### config.mk
export PLATFORM = sky130hd
export DESIGN_NAME = ex_mdu_seq
export DESIGN_NICKNAME = d
export VERILOG_FILES = /design/src/rtl/ex_mdu_seq.sv
export SDC_FILE = /design/constraint.sdc
export NUM_CORES = 2
export LEC_CHECK = 0
export BUFFER_PORTS_ARGS = -buffer_cell sky130_fd_sc_hd__buf_2
export CAP_MARGIN = 0
export CORE_MARGIN = 4
export CORE_UTILIZATION = 40
export CTS_CLUSTER_SIZE = 25
export DETAILED_ROUTE_END_ITERATION = 10
export PLACE_DENSITY_LB_ADDON = 0.25
export SYNTH_ARGS = -nofsm -noshare
export SYNTH_HDL_FRONTEND = slang
export SYNTH_SLANG_ARGS = --single-unit
export TNS_END_PERCENT = 5
### constraint.sdc
create_clock -name clk -period 8 [get_ports clk]
set_clock_uncertainty 0.15 [all_clocks]
set_input_delay 2.4 -clock clk [delete_from_list [all_inputs] [get_ports clk]]
set_output_delay 2.4 -clock clk [all_outputs]
set_load 0.01 [all_outputs]
### src/rtl/ex_mdu_seq.sv
`default_nettype none
// ============================================================================
//  Module   : ex_mdu_seq
//  Purpose  : EX-stage multi-cycle sequencer for MADD/MADDU/MSUB/MSUBU/DIV/DIVU.
//             It stalls the pipeline while busy and produces a one-cycle
//             HI/LO write.
//  Revision : 1.0  initial release
// ============================================================================
module ex_mdu_seq #(
    parameter int DATA_W = 32
) (
    input  logic              clk,
    input  logic              rst,
    input  logic              start_i,
    input  logic [2:0]        op_i,
    input  logic [DATA_W-1:0] opdata1_i,
    input  logic [DATA_W-1:0] opdata2_i,
    input  logic [DATA_W-1:0] hi_i,
    input  logic [DATA_W-1:0] lo_i,
    input  logic              annul_i,
    output logic              stallreq_o,
    output logic              busy_o,
    output logic [DATA_W-1:0] result_hi_o,
    output logic [DATA_W-1:0] result_lo_o,
    output logic              whilo_o,
    output logic              div_zero_o
);

    localparam int c_CNT_W = (DATA_W > 1) ? $clog2(DATA_W) : 1;
    localparam logic [c_CNT_W-1:0] c_LAST = c_CNT_W'(DATA_W - 1);

    typedef enum logic [2:0] {
        S_IDLE     = 3'd0,
        S_MAC      = 3'd1,
        S_DIV_ZERO = 3'd2,
        S_DIV_RUN  = 3'd3,
        S_DONE     = 3'd4
    } state_t;

    state_t r_state;
    state_t w_next;

    logic [c_CNT_W-1:0]  r_cnt;
    logic [2*DATA_W-1:0] r_acc;
    logic [2*DATA_W-1:0] r_prod;
    logic                r_sub;
    logic [DATA_W-1:0]   r_quo;
    logic [DATA_W-1:0]   r_rem;
    logic [DATA_W-1:0]   r_dvs;
    logic                r_neg_q;
    logic                r_neg_r;
    logic [DATA_W-1:0]   r_res_hi;
    logic [DATA_W-1:0]   r_res_lo;
    logic                r_div_zero;

    logic                w_op_valid;
    logic                w_accept;
    logic                w_signed;
    logic                w_a_neg;
    logic                w_b_neg;
    logic [2*DATA_W-1:0] w_a_ext;
    logic [2*DATA_W-1:0] w_b_ext;
    logic [2*DATA_W-1:0] w_prod;
    logic [2*DATA_W-1:0] w_mac;
    logic [DATA_W-1:0]   w_a_abs;
    logic [DATA_W-1:0]   w_b_abs;
    logic [DATA_W:0]     w_rem_sh;
    logic [DATA_W:0]     w_diff;
    logic                w_ge;
    logic [DATA_W-1:0]   w_rem_nx;
    logic [DATA_W-1:0]   w_quo_nx;
    logic [DATA_W-1:0]   w_q_fin;
    logic [DATA_W-1:0]   w_r_fin;

    // rst is folded in so that no stall is requested while reset is held
    assign w_op_valid = ~(op_i[2] & op_i[1]);
    assign w_accept   = rst & (r_state == S_IDLE) & start_i & w_op_valid & ~annul_i;
    assign w_signed   = ~op_i[0];
    assign w_a_neg    = w_signed & opdata1_i[DATA_W-1];
    assign w_b_neg    = w_signed & opdata2_i[DATA_W-1];

    assign w_a_ext = {{DATA_W{w_a_neg}}, opdata1_i};
    assign w_b_ext = {{DATA_W{w_b_neg}}, opdata2_i};
    assign w_prod  = w_a_ext * w_b_ext;
    assign w_mac   = r_sub ? (r_acc - r_prod) : (r_acc + r_prod);

    assign w_a_abs = w_a_neg ? (~opdata1_i + 1'b1) : opdata1_i;
    assign w_b_abs = w_b_neg ? (~opdata2_i + 1'b1) : opdata2_i;

    // Remainder stays below the divisor, so the (DATA_W+1)-bit difference
    // never overflows and its MSB is a clean borrow flag.
    assign w_rem_sh = {r_rem, r_quo[DATA_W-1]};
    assign w_diff   = w_rem_sh - {1'b0, r_dvs};
    assign w_ge     = ~w_diff[DATA_W];
    assign w_rem_nx = w_ge ? w_diff[DATA_W-1:0] : w_rem_sh[DATA_W-1:0];
    assign w_quo_nx = {r_quo[DATA_W-2:0], w_ge};
    assign w_q_fin  = r_neg_q ? (~w_quo_nx + 1'b1) : w_quo_nx;
    assign w_r_fin  = r_neg_r ? (~w_rem_nx + 1'b1) : w_rem_nx;

    always_comb begin
        w_next = r_state;
        case (r_state)
            S_IDLE: begin
                if (w_accept) begin
                    if (!op_i[2])
                        w_next = S_MAC;
                    else if (opdata2_i == '0)
                        w_next = S_DIV_ZERO;
                    else
                        w_next = S_DIV_RUN;
                end
            end
            S_MAC, S_DIV_ZERO: w_next = annul_i ? S_IDLE : S_DONE;
            S_DIV_RUN: begin
                if (annul_i)
                    w_next = S_IDLE;
                else if (r_cnt == c_LAST)
                    w_next = S_DONE;
            end
            S_DONE:  w_next = S_IDLE;
            default: w_next = S_IDLE;
        endcase
    end

    always_ff @(posedge clk or negedge rst) begin
        if (!rst) begin
            r_state    <= S_IDLE;
            r_cnt      <= '0;
            r_acc      <= '0;
            r_prod     <= '0;
            r_sub      <= 1'b0;
            r_quo      <= '0;
            r_rem      <= '0;
            r_dvs      <= '0;
            r_neg_q    <= 1'b0;
            r_neg_r    <= 1'b0;
            r_res_hi   <= '0;
            r_res_lo   <= '0;
            r_div_zero <= 1'b0;
        end else begin
            r_state <= w_next;
            if (w_accept) begin
                r_cnt   <= '0;
                r_acc   <= {hi_i, lo_i};
                r_prod  <= w_prod;
                r_sub   <= op_i[1];
                r_quo   <= w_a_abs;
                r_dvs   <= w_b_abs;
                r_rem   <= '0;
                r_neg_q <= w_a_neg ^ w_b_neg;
                r_neg_r <= w_a_neg;
            end else if (r_state == S_DIV_RUN) begin
                r_cnt <= r_cnt + 1'b1;
                r_rem <= w_rem_nx;
                r_quo <= w_quo_nx;
            end
            // results move only on a non-annulled entry into DONE
            if (w_next == S_DONE) begin
                case (r_state)
                    S_MAC: begin
                        r_res_hi   <= w_mac[2*DATA_W-1:DATA_W];
                        r_res_lo   <= w_mac[DATA_W-1:0];
                        r_div_zero <= 1'b0;
                    end
                    S_DIV_ZERO: begin
                        r_res_hi   <= '0;
                        r_res_lo   <= '0;
                        r_div_zero <= 1'b1;
                    end
                    default: begin
                        r_res_hi   <= w_r_fin;
                        r_res_lo   <= w_q_fin;
                        r_div_zero <= 1'b0;
                    end
                endcase
            end
        end
    end

    assign stallreq_o  = w_accept | (r_state == S_MAC) | (r_state == S_DIV_ZERO)
                       | (r_state == S_DIV_RUN);
    assign busy_o      = (r_state != S_IDLE);
    assign whilo_o     = (r_state == S_DONE) & ~annul_i;
    assign result_hi_o = r_res_hi;
    assign result_lo_o = r_res_lo;
    assign div_zero_o  = r_div_zero;

endmodule
`default_nettype wire
==> results by group <==
Outcome
  • Run status: complete, but fails checks
  • Failing checks: setup timing

Drt
  • Total detailed-routing wirelength: 200000 um
  • Total number of vias: 49000
  • DR DRC count: 0
  • Wirelength per Cell: 21.7 um
  • Number of search-and-repair iterations in the first detailed-routing pass: 5
  • DR vias/cell: 5.32
  • Antenna viol nets, final: 0
  • Detailed Route Iter0 Violations: 3534

Setup path
  • Cell type with the highest occurrence count on the critical path: fa_1
  • Data arrival time of the worst path: 10110 ps
  • Crit Path Max Fanout: 4
  • CP Data Required Time: 8270 ps
  • Depth of the worst register-to-register path: 22
  • Startpoint of the most critical register-to-register path: r_quo[31]
  • CP endpoint kind: register
  • Highest-delay cell along the critical path: fa_2
  • Worst-case register-to-register setup slack: 1060 ps
  • Setup crit start kind: input port
  • Reg-to-Reg End: result_hi_o[20]
  • Crit path kind: input port to register
  • Delay of the slowest cell on the worst path: 590 ps

Floorplan
  • CORE AREA: 0.147 mm2
  • Die Ht: 393 um
  • Die area: 0.155 mm2
  • Rows: 141
  • Initial Utilization: 0.402
  • Number of ports placed on the die boundary: 203
  • Floorplan die width: 393 um

Global route
  • M3 GR Usage: 0.0417
  • Pin count of the biggest net entering global routing: 177
  • Layer carrying the most global-route usage: met2
  • Met2 routing resource usage after global routing: 0.423
  • Remaining global-route overflow: 0
  • Initial antenna violation count: 20
  • GR Layer Usage met1: 0.351
  • Global-route usage over all layers: 0.260
  • Number of global-route vias before repair: 50300
  • Wire length of the first global-routing pass: 306000 um

Finish
  • Post-synthesis to final-layout area growth: 15.8%
  • Design Area, Final: 0.0687 mm2
  • Final #Nets: 8809
  • Layout cells sized above 1: 0.144

Timing
  • Tightest Pin Transition: 1180 ps
  • Final hold viol count: 0
  • Max Freq: 102 MHz
  • Smallest setup slack after layout: -1850 ps
  • Number of slew-limit violations in the final report: 0
  • Final count of negative-setup-slack endpoints: 48
  • Setup repair after global routing missed its margin: true
  • Ratio of final minimum period to clock period: 1.23
  • Headroom to the max-slew limit: 0.203
  • Minimum clock period after layout: 9850 ps

Clock network
  • Clock Root Buffer: clkbuf_16
  • CTS Hold Bufs: 0
  • TritonCTS clock tree: built
  • Clock sink count: 300
  • Clock buffer depth: 3
  • Worst-skew pair later-pin latency: 570 ps
  • CTS HTree Levels: 2
  • Number of clock buffers inserted by TritonCTS: 36
  • Clock slew at the register clock pins of the worst setup and hold paths: 60 ps

Run
  • Max_cap viols: 0

Placement
  • Detail Placement HPWL: 169000 um
  • Final weighted congestion of routability-driven global placement: 0.953
  • # port buffers: 202
  • Area after DPL: 0.0659 mm2

Yosys
  • Number of instances in the synthesized netlist: 6816
  • Nets in the synthesized netlist: 8392
  • #FFs+latches synth: 300
  • Register area share after synthesis: 0.127
  • Avg Inst Size Synth: 8.70 um2
  • FFs w/ async S/R, synth: 1.00
  • Combined area of all synthesized cells: 0.0593 mm2
  • Synth unique cells: 90
  • Ys Warns: 0
  • Number of synthesized flops with an enable pin: 0
  • Ys flop type: dfrtp_1

Worst hold path
  • End point of the worst hold path: div_zero_o
  • HP Start: div_zero_o
  • Path category of the worst min-delay check: register to register
  • Worst hold stages: 2
## cell families after synthesis
| kind of cell | after synthesis | share of synthesized area |
|---|---|---|
| DFF | 300 | 0.127 |
| and+or+nand+nor | 2162 | 0.168 |
| AOI/OAI and AO/OA | 942 | 0.102 |
| adders and majority gates | 1441 | 0.447 |
| xor gates and xnor gates | 332 | 0.0490 |
| buffers and inverters | 1604 | 0.102 |
| muxes | 35 | 0.00597 |
## sequential cells by signal, summed over array words and instances, names as in the netlist
| name | count |
|---|---|
| r_neg_r | 1 |
| r_sub | 1 |
| r_dvs | 32 |
| r_quo | 32 |
| r_cnt | 5 |
| div_zero_o | 1 |
| r_state | 3 |
| r_acc | 64 |
| r_neg_q | 1 |
| result_lo_o | 32 |
| result_hi_o | 32 |
| r_prod | 64 |
| r_rem | 32 |
## stage by stage
step                setup TNS [ps]  setup WS, ps  hold WS (ps)  instances  utilization
floorplan                   -64530         -2150           300       6816            -
global placement           -105160         -2750           316       9108        0.447
detailed placement         -108740         -2910           315       9108        0.447
CTS                         -56020         -1930           329       9182        0.463
global route                -67840         -2020           350       9195        0.466
finish                      -58230         -1850           328       9201        0.466
## layer usage
metal / wire length, um / part of all wire / up-vias
li1: - / - / 22000
met1: 82900 / 0.42 / 25000
met2: 93300 / 0.47 / 1704
met3: 14600 / 0.073 / 312
met4: 8750 / 0.044 / 16
met5: 103 / 0.00052 / -
## cells in the final DEF (no fill, tap or decap), types with 43 or more instances in the layout
master,n
nor3_1,62
ha_1,296
buf_6,43
and2_1,370
nor2_1,280
a21o_1,94
a21oi_1,184
xnor2_1,218
buf_2,148
fa_1,1098
buf_4,537
xor2_1,105
nand2_1,1121
inv_1,1174
nand3_1,71
dfrtp_1,299
o21ai_0,269
## worst max-delay path, delay by kind of cell
family                   cells  cell delay [ps]
adder cells (fa/ha/maj)      9             4350
AO/OA/AOI/OAI                6             1300
AND/OR/NAND/NOR              5              980
buffers and inverters        9              880
XOR/XNOR                     1              180
## cell type report
| type | count | area, um2 |
|---|---|---|
| clock inverters | 18 | 248 |
| diodes | 10 | 25.0 |
| flip-flops and latches | 300 | 7510 |
| fillers | 14300 | 78800 |
| inverters | 1195 | 4500 |
| well taps | 1930 | 2410 |
| repair buffers | 788 | 6360 |
| clock buffers | 48 | 1030 |
| multi-input cells | 4912 | 46600 |
## synth_stat cells, drive strengths merged (16+ instances only)
cell / instances / area, um2
a22oi: 36 / 270
clkbuf: 338 / 1270
or3: 23 / 144
a31oi: 27 / 169
nor3: 66 / 342
o41ai: 21 / 225
dfrtp: 300 / 7510
nor4: 28 / 181
a21oi: 206 / 1030
o31ai: 34 / 260
o21a: 36 / 278
nand2: 1129 / 4240
buf: 71 / 295
a21o: 95 / 713
and3: 23 / 144
a221oi: 40 / 350
nand2b: 33 / 206
inv: 1194 / 4480
nand3: 73 / 370
nand4: 27 / 169
xor2: 106 / 928
fa: 1127 / 22600
nor2: 285 / 1090
o21bai: 23 / 173
or4: 16 / 120
o21ai: 302 / 1510
nor2b: 25 / 156
a211oi: 22 / 165
xnor2: 226 / 1980
and2: 376 / 2350
ha: 314 / 3930
mux2i: 32 / 320
## how the worst max path moves through the flow
stage / startpoint / end / cells past startpoint
2_1_floorplan: opdata1_i[31] / r_prod[60] / 30
3_3_place_gp: opdata1_i[14] / r_prod[63] / 31
3_5_place_dp: opdata1_i[31] / r_prod[59] / 28
4_1_cts: opdata2_i[10] / r_prod[58] / 28
5_1_grt: op_i[0] / r_prod[62] / 29
6_report: opdata1_i[31] / r_prod[60] / 30
## what timing repair did
item,4_1_cts,5_1_grt
setup buffers,7,9
endpoints found under the setup margin,50,50
cloned,2,0
resized for setup,247,79
pin swaps,88,50
Power is left out: the tool's default activity adds up to more than one toggle a clock period on the data nets, which glitch-free logic cannot reach.
